===== config.mk =====
export PLATFORM = sky130hd
export DESIGN_NAME = alu_result_serializer
export DESIGN_NICKNAME = d
export VERILOG_FILES = /design/src/rtl/alu_pkg.sv /design/src/rtl/alu_result_serializer.sv
export SDC_FILE = /design/constraint.sdc
export NUM_CORES = 1
export LEC_CHECK = 0
export BUFFER_PORTS_ARGS = -buffer_cell sky130_fd_sc_hd__buf_4
export CORE_UTILIZATION = 50
export CTS_CLUSTER_SIZE = 8
export DETAILED_ROUTE_END_ITERATION = 10
export PLACE_DENSITY = 0.75
export SYNTH_ARGS = -nofsm -noshare
export SYNTH_HDL_FRONTEND = slang
export SYNTH_SLANG_ARGS = --single-unit

===== constraint.sdc =====
create_clock -name clk -period 2.3 [get_ports clk]
set_clock_uncertainty 0.1 [all_clocks]
set_input_delay 0.23 -clock clk [delete_from_list [all_inputs] [get_ports clk]]
set_output_delay 0.23 -clock clk [all_outputs]
set_load 0.01 [all_outputs]

===== src/rtl/alu_pkg.sv =====
// Shared definitions for the ALU result path: FSM state type, default widths,
// and the result/byte-count derivations used by the serializer.
package alu_pkg;

  typedef enum logic [0:0] {IDLE, SEND} state_t;

  localparam int DEF_A_WIDTH    = 16;
  localparam int DEF_B_WIDTH    = 16;
  localparam int DEF_BYTE_WIDTH = 8;

  function automatic int res_width(input int a_w, input int b_w);
    return a_w + b_w;
  endfunction

  function automatic int num_bytes(input int res_w, input int byte_w);
    return res_w / byte_w;
  endfunction

endpackage


===== src/rtl/alu_result_serializer.sv =====
// Turns each ALU result word into an LSB-first byte frame on a valid/ready link,
// with a one-result holding buffer and a sticky overrun flag for dropped results.
module alu_result_serializer
  import alu_pkg::*;
#(
  parameter int A_WIDTH    = DEF_A_WIDTH,
  parameter int B_WIDTH    = DEF_B_WIDTH,
  parameter int BYTE_WIDTH = DEF_BYTE_WIDTH
) (
  input  logic                          clk,
  input  logic                          rst,
  input  logic [A_WIDTH+B_WIDTH-1:0]    ALU_OUT,
  input  logic                          OUT_VALID,
  output logic [BYTE_WIDTH-1:0]         TX_DATA,
  output logic                          TX_VALID,
  input  logic                          TX_READY,
  output logic                          TX_LAST,
  output logic                          Busy,
  output logic                          Overrun_Flag,
  input  logic                          Overrun_Clr
);

  localparam int RES_WIDTH = res_width(A_WIDTH, B_WIDTH);
  localparam int NUM_BYTES = num_bytes(RES_WIDTH, BYTE_WIDTH);
  localparam int IDX_W     = (NUM_BYTES > 1) ? $clog2(NUM_BYTES) : 1;

  state_t                 r_state;
  logic [IDX_W-1:0]       r_idx;
  logic [RES_WIDTH-1:0]   r_shift;
  logic [RES_WIDTH-1:0]   r_hold;
  logic                   r_hold_vld;
  logic                   r_ovr;

  logic w_send;
  logic w_hs;
  logic w_last;
  logic w_last_hs;
  logic w_drop;

  assign w_send    = (r_state == SEND);
  assign w_hs      = w_send & TX_READY;
  assign w_last    = (r_idx == IDX_W'(NUM_BYTES - 1));
  assign w_last_hs = w_hs & w_last;
  // A result arriving on the final handshake is absorbed by the frame rollover,
  // so only a full hold outside that cycle loses data.
  assign w_drop    = w_send & OUT_VALID & ~w_last_hs & r_hold_vld;

  always_ff @(posedge clk) begin
    if (!rst) begin
      r_state    <= IDLE;
      r_idx      <= '0;
      r_hold_vld <= 1'b0;
      r_ovr      <= 1'b0;
    end else begin
      r_ovr <= w_drop | (r_ovr & ~Overrun_Clr);
      case (r_state)
        IDLE: begin
          if (OUT_VALID) begin
            r_state <= SEND;
            r_idx   <= '0;
          end
        end
        SEND: begin
          if (w_last_hs) begin
            r_idx <= '0;
            if (r_hold_vld) begin
              if (!OUT_VALID) r_hold_vld <= 1'b0;
            end else if (!OUT_VALID) begin
              r_state <= IDLE;
            end
          end else begin
            if (w_hs) r_idx <= r_idx + 1'b1;
            if (OUT_VALID && !r_hold_vld) r_hold_vld <= 1'b1;
          end
        end
        default: r_state <= IDLE;
      endcase
    end
  end

  // Data registers carry no reset; their contents only matter while the FSM says so.
  always_ff @(posedge clk) begin
    if (r_state == IDLE) begin
      if (OUT_VALID) r_shift <= ALU_OUT;
    end else if (w_last_hs) begin
      r_shift <= r_hold_vld ? r_hold : ALU_OUT;
      if (r_hold_vld && OUT_VALID) r_hold <= ALU_OUT;
    end else begin
      if (w_hs) r_shift <= r_shift >> BYTE_WIDTH;
      if (OUT_VALID && !r_hold_vld) r_hold <= ALU_OUT;
    end
  end

  assign TX_VALID     = w_send;
  assign TX_DATA      = w_send ? r_shift[BYTE_WIDTH-1:0] : '0;
  assign TX_LAST      = w_send & w_last;
  assign Busy         = w_send | r_hold_vld;
  assign Overrun_Flag = r_ovr;

endmodule


* After elaboration in Yosys (flattened, before gate mapping)
Index checks and enable logic that the tools add are counted.
** Cells by class
- $add $sub $neg :: 1
- Multipliers :: 0
- Divide/modulo/power cells :: 0
- Magnitude comparators :: 0
- Eq/ne operators :: 4
- Shifts and indexed selects :: 0
- Mux-type cells :: 20
- Bitwise gates (word level) :: 12
- Reductions and logical operators :: 9
** Operators by type and width (number)
- 2-to-1 mux 32 bit :: 8
- 2-to-1 mux 8 bit :: 1
- bitwise AND 1 bit :: 7
- 2-to-1 mux 1 bit :: 6
- 2-to-1 mux 2 bit :: 3
- AND reduction 2 bit :: 3
- case mux 2 bit (2 select lines) :: 1
- nonzero test 2 bit :: 2
- != test 3 x 1 -> 1 bit, second input constant :: 1
- inverter 1 bit :: 3
- AND reduction 3 bit :: 1
- adder 2 x 1 -> 2 bit, second input constant :: 1
- == test 2 bit, second input constant :: 1
- logical AND 1 bit :: 2
- != test 2 x 1 -> 1 bit, second input constant :: 1
- != test 2 bit, second input constant :: 1
- OR 1 bit :: 2
- case mux 1 bit (2 select lines) :: 1
- logical NOT 1 bit :: 1
** Storage, ports and cells
- Register bits after elaboration :: 69
- Bits in latches :: 0
- Bits in writable memories :: 0
- Bits in read-only memories :: 0
- Input port bits :: 37
- Output and inout bits :: 12
- Word-level logic and storage cells :: 52
- Memories :: 0

* Depth between registers and ports, before layout
Gate-level depths: netlist of run 1.
- Depth after elaboration :: 6
- Gate-level depth with buffers :: 6
- Depth with buffers taken out :: 4

* Least setup slack after synthesis of run 1
Ideal clock, no wire load.
- Path kind :: flip-flop to flip-flop
- Start point :: register r_idx[0]
- End point :: register r_hold[0], enable pin
- Setup time :: 392 ps
- Arrival :: 1694 ps
- Data required time :: 1808 ps
- Slack :: 113 ps
- Cell stages (with the launch flop) :: 5
- Buffers on the path :: 0
- Period minus slack after synthesis :: 2187 ps
- Cells stage by stage :: dfxtp_1 ha_1 nand2_1 xor2_1 and3_1
** Between the ends
- Cells in the longest elaborated chain, start to end :: 4
- Elaborated cells on any way between the ends :: 5
- Classes of those cells :: 2 x eq/ne; 1 x bitwise; 2 x reduce/logical
** Ends and longest elaborated chain
- from (decl) :: RTL line alu_result_serializer.sv:28 : logic [IDX_W-1:0] r_idx;
- from (signal assigned) :: RTL line alu_result_serializer.sv:72 : if (w_hs) r_idx <= r_idx + 1'b1;
- == test 2 bit (*) :: RTL line alu_result_serializer.sv:42 : assign w_last = (r_idx == IDX_W'(NUM_BYTES - 1));
- bitwise AND 1 bit (*) :: RTL line alu_result_serializer.sv:43 : assign w_last_hs = w_hs & w_last;
- != test 2 x 1 -> 1 bit (no source line) / nonzero test 2 bit (equally long branches)
- AND reduction 3 bit (no source line) (*)
- to (signal assigned) :: RTL line alu_result_serializer.sv:87 : if (r_hold_vld && OUT_VALID) r_hold <= ALU_OUT;
- to (signal assigned) :: RTL line alu_result_serializer.sv:90 : if (OUT_VALID && !r_hold_vld) r_hold <= ALU_OUT;
- to (decl) :: RTL line alu_result_serializer.sv:30 : logic [RES_WIDTH-1:0] r_hold;
Every way passes the cells marked *; elsewhere a longest branch is shown, timed or not.
A chain may end at the register's enable or synchronous reset.

* Worst setup path after layout of run 1
- Start point :: register r_idx[0]
- End point :: register r_hold[16], enable pin
Same word-level chain as after synthesis.

==> reports/results.ini, run 1 <==
[power]
p_int_mw=2.13
pwr-share-comb=0.106
clkPwrFrac=0.343
power.share.switching=0.219
seqPwrFrac=0.551
vdd_drop_max_mv=0.572
p_sw_uw=596
powerDensity_nw_per_um2=725
power_mw=2.72
power_leakage_nw=1.49

[synthesis]
syn-instance-count=197
ys_types=27
syn-cell-area_um2=2840
synth_seq_cells=69
synth_nets=235
avgSynthCellArea_um2=14.4
synth-seq-area-share=0.712
yosys_warnings=0

[floorplan]
core_um2=5470
die_w_um=77.4
initial_core_util=0.519
chipHeight_um=77.4
io_pins=49
row_count=27
dieArea_um2=5980

[outcome]
run_status=finished, final reports clean

[place]
portBuffers=48
dpl-instance-area_um2=3250
dp.cells=313
dp_slack_ps=515
globalplace.congestion=0.685
dp_hpwl_um=3030

[routing]
via_per_inst=5.07
post-route-drc-count=0
vias=1831
firstDrtPassIters=4
ant_nets=0
drt_iter0_drc=176
routed_wirelength_um=5100
wire_per_inst_um=14.1

[timing]
period_needed_ps=1780
tightest_slew_ps=784
fin_ws_ps=522
fmaxAchievable_ghz=0.563
fin_crit_sh=0.773
setup-tns-final_ps=0
slew_headroom=0.477
drv_slew=0
rsz0062_at_grt=false
hold_violations=0
setup_viol=0

[grt]
grt_pass1_vias=1860
grt.overflow.total=0
grtUsageMet1=0.223
use_met3=0.0600
antenna_found_initial=0
grt_pass1_wl_um=8340
gr-max-usage-layer=met2
grtUsageMet2=0.317
grt_max_degree=35
track_usage=0.188

[finish]
seq_area_um2=2020
fillers=393
area_growth_syn_to_layout_pct=32.3
nets=322
multi_input_area_um2=627
finish.instance_area_um2=3760
num_antenna_cells=0
drive_gt1_frac=0.277
final_cells=361

[min_path]
hold_class=input pin to flop
whs_path_depth=2
hold_start=rst
hold_path_end=r_hold_vld

[critical_path]
regToRegSetupSlack_ps=520
start_kind=flop
crit_path_end_kind=flop
worst_r2r_path_depth=5
crit_arrival_ps=1700
timing.rr.start=r_idx[0]
worst-path-max-fanout=18
critPathKind=flop to flop
timing.rr.end=r_hold[16]
worstPathRequired_ps=2220

[clocking]
post_cts_resized=0
clockRootBuffer=clkbuf_8
cts_buffer_depth=2
cts_sinks=69
worstSkewPairLatency_ps=340
cts.htree.levels=3
cts.clk_slew.worst_paths_ps=70
tritoncts=yes
cts_made_buffers=9

[job]
cap_violations=0

==> area by class of cell <==
type	instances	share of cell area
inverters	27	0.0270
clock buffers	12	0.0360
repair buffers	87	0.195
well taps	72	0.0240
flip-flops and latches	69	0.538
clock inverters	4	0.0130
multi-input cells	90	0.167
==> cell usage in the layout (no fill, tap or decap), drive strengths merged <==
master,synthesis,routed
edfxtp,64,64
buf,10,55
dlygate4sd3,0,32
inv,27,27
a21oi,26,26
o22ai,25,25
and2,12,12
clkbuf,1,12
a22o,8,8
dfxtp,5,5
nand2,4,4
clkinv,0,3
a21boi,2,2
o21ai,2,2
mux2,1,1
nand4,1,1
a21bo,1,1
nor2,1,1
or2,1,1
xor2,1,1
and3,1,1
mux2i,1,1
nand3,1,1
o21a,1,1
ha,1,1
bufinv,0,1
==> per-stage QoR <==
stage,hold WS [ps],utilization
floorplan,229,-
global placement,320,0.594
detailed placement,319,0.594
CTS,16.1,0.687
global route,20.0,0.687
finish,27.6,0.687
==> state kept, by name (all words and copies together) (netlist names) <==
name / flops
r_idx: 2
r_hold_vld: 1
r_shift: 32
Overrun_Flag: 1
TX_VALID: 1
r_hold: 32
==> worst max-delay path, stage by stage, from the launching register on <==
cell,delay [ps]
dfxtp_1,350
ha_1,260
nand2_1,140
xor2_1,140
and3_1,200
buf_4,270
==> worst max-delay path by stage <==
stage	depth (start not counted)	slack (ps)	from	to
final	5	520	r_idx[0]	r_hold[16]
after CTS	5	500	r_idx[0]	r_hold[31]
after global placement	5	560	r_idx[0]	r_hold[7]
after global routing	5	420	r_idx[0]	r_hold[28]
after detailed placement	5	520	r_idx[0]	r_hold[31]
after floorplan	4	110	r_idx[0]	r_hold[0]
==> power by group through the flow <==
| stage | clock network [mW] | logic [mW] | registers (mW) |
|---|---|---|---|
| final | 0.934 | 0.288 | 1.50 |
| after global routing | 0.999 | 0.318 | 1.51 |
| after CTS | 0.954 | 0.292 | 1.50 |
| after detailed placement | 0 | 0.248 | 1.53 |
| after global placement | 0 | 0.243 | 1.53 |
| after floorplan | 0 | 0.151 | 1.52 |
==> cells by family after synthesis <==
kind of cell             Yosys count  synth area share
buffers and inverters             38            0.0670
adder cells (fa/ha/maj)            1           0.00441
XOR/XNOR                           1           0.00309
flip-flops                        69             0.712
AND/OR/NAND/NOR                   21            0.0436
multiplexers                       2           0.00749
AO/OA/AOI/OAI                     65             0.162
==> routing by layer <==
| layer | vias to the layer above | wire length, µm | share of wire |
|---|---|---|---|
| met5 | - | 0 | 0 |
| met4 | 0 | 78 | 0.015 |
| met3 | 8 | 310 | 0.061 |
| met2 | 64 | 2500 | 0.49 |
| met1 | 853 | 2210 | 0.43 |
| li1 | 906 | - | - |
==> cell usage after synthesis <==
library cell | instances | share of area
a22o_1 | 8 | 0.025
nand2_1 | 4 | 0.0053
a21oi_1 | 26 | 0.046
nand4_2 | 1 | 0.0044
a21boi_0 | 2 | 0.0053
o21a_1 | 1 | 0.0026
buf_6 | 4 | 0.016
edfxtp_1 | 64 | 0.68
or2_2 | 1 | 0.0022
mux2i_1 | 1 | 0.0035
buf_2 | 5 | 0.0088
a21bo_1 | 1 | 0.0035
o21ai_0 | 1 | 0.0018
mux2_2 | 1 | 0.0040
o22ai_2 | 8 | 0.035
o22ai_1 | 17 | 0.037
and2_1 | 12 | 0.026
ha_1 | 1 | 0.0044
nand3_1 | 1 | 0.0018
and3_1 | 1 | 0.0022
buf_8 | 1 | 0.0053
inv_1 | 27 | 0.036
clkbuf_1 | 1 | 0.0013
xor2_1 | 1 | 0.0031
dfxtp_1 | 5 | 0.035
nor2_1 | 1 | 0.0013
o21ai_4 | 1 | 0.0057
==> timing repair <==
item / CTS / global route
endpoints found under the setup margin: 0 / 0
hold endpoints to repair: 32 / 0
hold buffers: 32 / 0
buffers inserted: 0 / 0
Note: power is estimated with default switching activity, not from simulation.
==> run 2, diff against run 1 <==
--- a/config.mk
+++ b/config.mk
@@ -6,10 +6,10 @@
 export NUM_CORES = 1
 export LEC_CHECK = 0
 export BUFFER_PORTS_ARGS = -buffer_cell sky130_fd_sc_hd__buf_4
-export CORE_UTILIZATION = 50
+export CORE_UTILIZATION = 55
 export CTS_CLUSTER_SIZE = 8
 export DETAILED_ROUTE_END_ITERATION = 10
-export PLACE_DENSITY = 0.75
+export PLACE_DENSITY = 0.78
 export SYNTH_ARGS = -nofsm -noshare
 export SYNTH_HDL_FRONTEND = slang
 export SYNTH_SLANG_ARGS = --single-unit
==> constraint.sdc (replaced) <==
create_clock -name clk -period 1.8 [get_ports clk]
set_clock_uncertainty 0.1 [all_clocks]
set_input_delay 0.18 -clock clk [delete_from_list [all_inputs] [get_ports clk]]
set_output_delay 0.18 -clock clk [all_outputs]
set_load 0.01 [all_outputs]
==> reports/results.ini, run 2 (synthesis gave the netlist of run 1 again) <==
[outcome]
run_status=finished, final reports clean  ; unchanged

[clocking]
cts.clk_slew.worst_paths_ps=60  ; was 70 ps
cts_made_buffers=9  ; unchanged
cts_buffer_depth=2  ; unchanged
worstSkewPairLatency_ps=330  ; was 340 ps
tritoncts=yes  ; unchanged
clockRootBuffer=clkbuf_8  ; unchanged
cts.htree.levels=3  ; unchanged
cts_sinks=69  ; unchanged

[timing]
fin_crit_sh=0.925  ; was 0.773
setup_viol=0  ; unchanged
slew_headroom=0.664  ; was 0.477
rsz0062_at_grt=false  ; unchanged
fmaxAchievable_ghz=0.600  ; was 0.563 GHz
hold_violations=0  ; unchanged
tightest_slew_ps=502  ; was 784 ps
drv_slew=0  ; unchanged
fin_ws_ps=135  ; was 522 ps
hold-worst-slack_ps=67.0  ; was 27.6 ps
setup-tns-final_ps=0  ; unchanged
period_needed_ps=1670  ; was 1780 ps

[critical_path]
worstPathRequired_ps=1740  ; was 2220 ps
worstPathCellList=ha_2, nand2_1, xor2_1, and3_4, buf_12  ; was ha_1, nand2_1, xor2_1, and3_1, buf_4
cpPeakStageDelay_ps=350  ; about the same
worst-path-max-fanout=17  ; was 18
critPathKind=flop to flop  ; unchanged
crit_arrival_ps=1610  ; was 1700 ps
start_kind=flop  ; unchanged
timing.rr.start=r_idx[0]  ; unchanged
cp_num_buf_inv=1  ; unchanged
worst_r2r_path_depth=5  ; unchanged
crit_path_end_kind=flop  ; unchanged
regToRegSetupSlack_ps=130  ; was 520 ps
path_delay_family=simple AND/OR/NAND/NOR gates  ; was flip-flops
timing.rr.end=r_hold[9]  ; was r_hold[16]
cp_slowest_cell=dfxtp_1  ; unchanged

[grt]
antenna_found_initial=0  ; unchanged
grt_pass1_vias=1823  ; was 1860
grt_pass1_wl_um=8350  ; was 8340 µm
grt.overflow.total=0  ; unchanged
track_usage=0.216  ; was 0.188
grt_max_degree=35  ; unchanged

[finish]
fin_util=0.786  ; was 0.687
drive_gt1_frac=0.290  ; was 0.277
seq_area_um2=2020  ; about the same
nets=324  ; was 322
finish.instance_area_um2=3810  ; was 3760 µm²
mostFrequentLayoutCell=edfxtp_1  ; unchanged
final_cell_mix=edfxtp_1 (64), buf_4 (51), dlygate4sd3_1 (33)  ; was edfxtp_1 (64), buf_4 (55), dlygate4sd3_1 (32)
largest_registers=r_hold (32), r_shift (32), r_idx (2)  ; unchanged
area_growth_syn_to_layout_pct=34.2  ; was 32.3%
fillers=312  ; was 393
multi_input_area_um2=634  ; was 627 µm²
final_cells=357  ; was 361
num_antenna_cells=0  ; unchanged

[floorplan]
row_count=25  ; was 27
dieArea_um2=5450  ; was 5980 µm²
die_w_um=73.8  ; was 77.4 µm
initial_core_util=0.586  ; was 0.519
io_pins=49  ; unchanged
chipHeight_um=73.8  ; was 77.4 µm
core_um2=4850  ; was 5470 µm²

[min_path]
hold_class=input pin to flop  ; unchanged
whs_path_depth=3  ; was 2
hold_path_end=TX_VALID  ; was r_hold_vld
hold_start=OUT_VALID  ; was rst

[place]
dp_hpwl_um=3030  ; about the same
dp_slack_ps=88.7  ; was 515 ps
dp.cells=309  ; was 313
globalplace.congestion=0.744  ; was 0.685
portBuffers=48  ; unchanged
dpl-instance-area_um2=3320  ; was 3250 µm²

[power]
power_mw=3.32  ; was 2.72 mW
powerDensity_nw_per_um2=870  ; was 725 nW/µm²
power_leakage_nw=1.50  ; was 1.49 nW
vdd_drop_max_mv=0.773  ; was 0.572 mV

[routing]
post-route-drc-count=0  ; unchanged
ant_nets=0  ; unchanged
vias=1832  ; was 1831
firstDrtPassIters=4  ; unchanged
drt_iter0_drc=178  ; was 176
via_per_inst=5.13  ; was 5.07
wire_per_inst_um=14.7  ; was 14.1 µm
routed_wirelength_um=5250  ; was 5100 µm

[job]
cap_violations=0  ; unchanged

-- run 2: cell types whose count changed in the layout (fill, tap and decap cells not counted), moves of 2 or more --
| cell | before | now |
|---|---|---|
| buf_12 | 0 | 5 |
| buf_4 | 55 | 51 |
| clkbuf_1 | 3 | 0 |
| clkinv_1 | 0 | 2 |
-- run 2: layer usage --
metal,part of all wire,vias to the layer above,global-route usage
met1,0.44,847,0.283
met2,0.50,68,0.348
met5,0,-,0
met3,0.053,7,0.0466
met4,0.012,0,0.0962
li1,-,910,-
-- run 2: worst max-delay path by stage --
stage / startpoint / endpoint / cells after the start
after floorplan: r_idx[0] / r_hold[0] / 4
after global placement: r_idx[0] / r_hold[0] / 5
after detailed placement: r_idx[0] / r_hold[8] / 5
after CTS: TX_VALID / TX_DATA[4] / 4
after global routing: r_idx[0] / r_hold[4] / 5
final: r_idx[0] / r_hold[9] / 5
-- run 2: timing repair --
action	in CTS	in global routing
hold buffers	33	0
setup buffers	0	0
endpoints found under the setup margin	0	40
resized for setup	0	2
hold endpoints to repair	36	0
-- run 2: layout make-up --
cell class | instances | share of cell area
tap | 67 | 0.0220
clock buffer | 9 | 0.0325
sequential | 69 | 0.531
timing repair buffer | 89 | 0.213
inverter | 27 | 0.0266
multi-input combinational | 90 | 0.166
clock inverter | 6 | 0.00821
-- run 2: report_power, final --
group	switching, mW	leakage, nW	internal [mW]
logic	0.174	0.773	0.223
registers	0.0408	0.647	1.88
clock network	0.519	0.0837	0.476
-- run 2: worst register-to-register path: stages, from the launching register on --
cell and delay [ps]:
dfxtp_1 350, ha_2 240, nand2_1 130, xor2_1 150
and3_4 230, buf_12 160
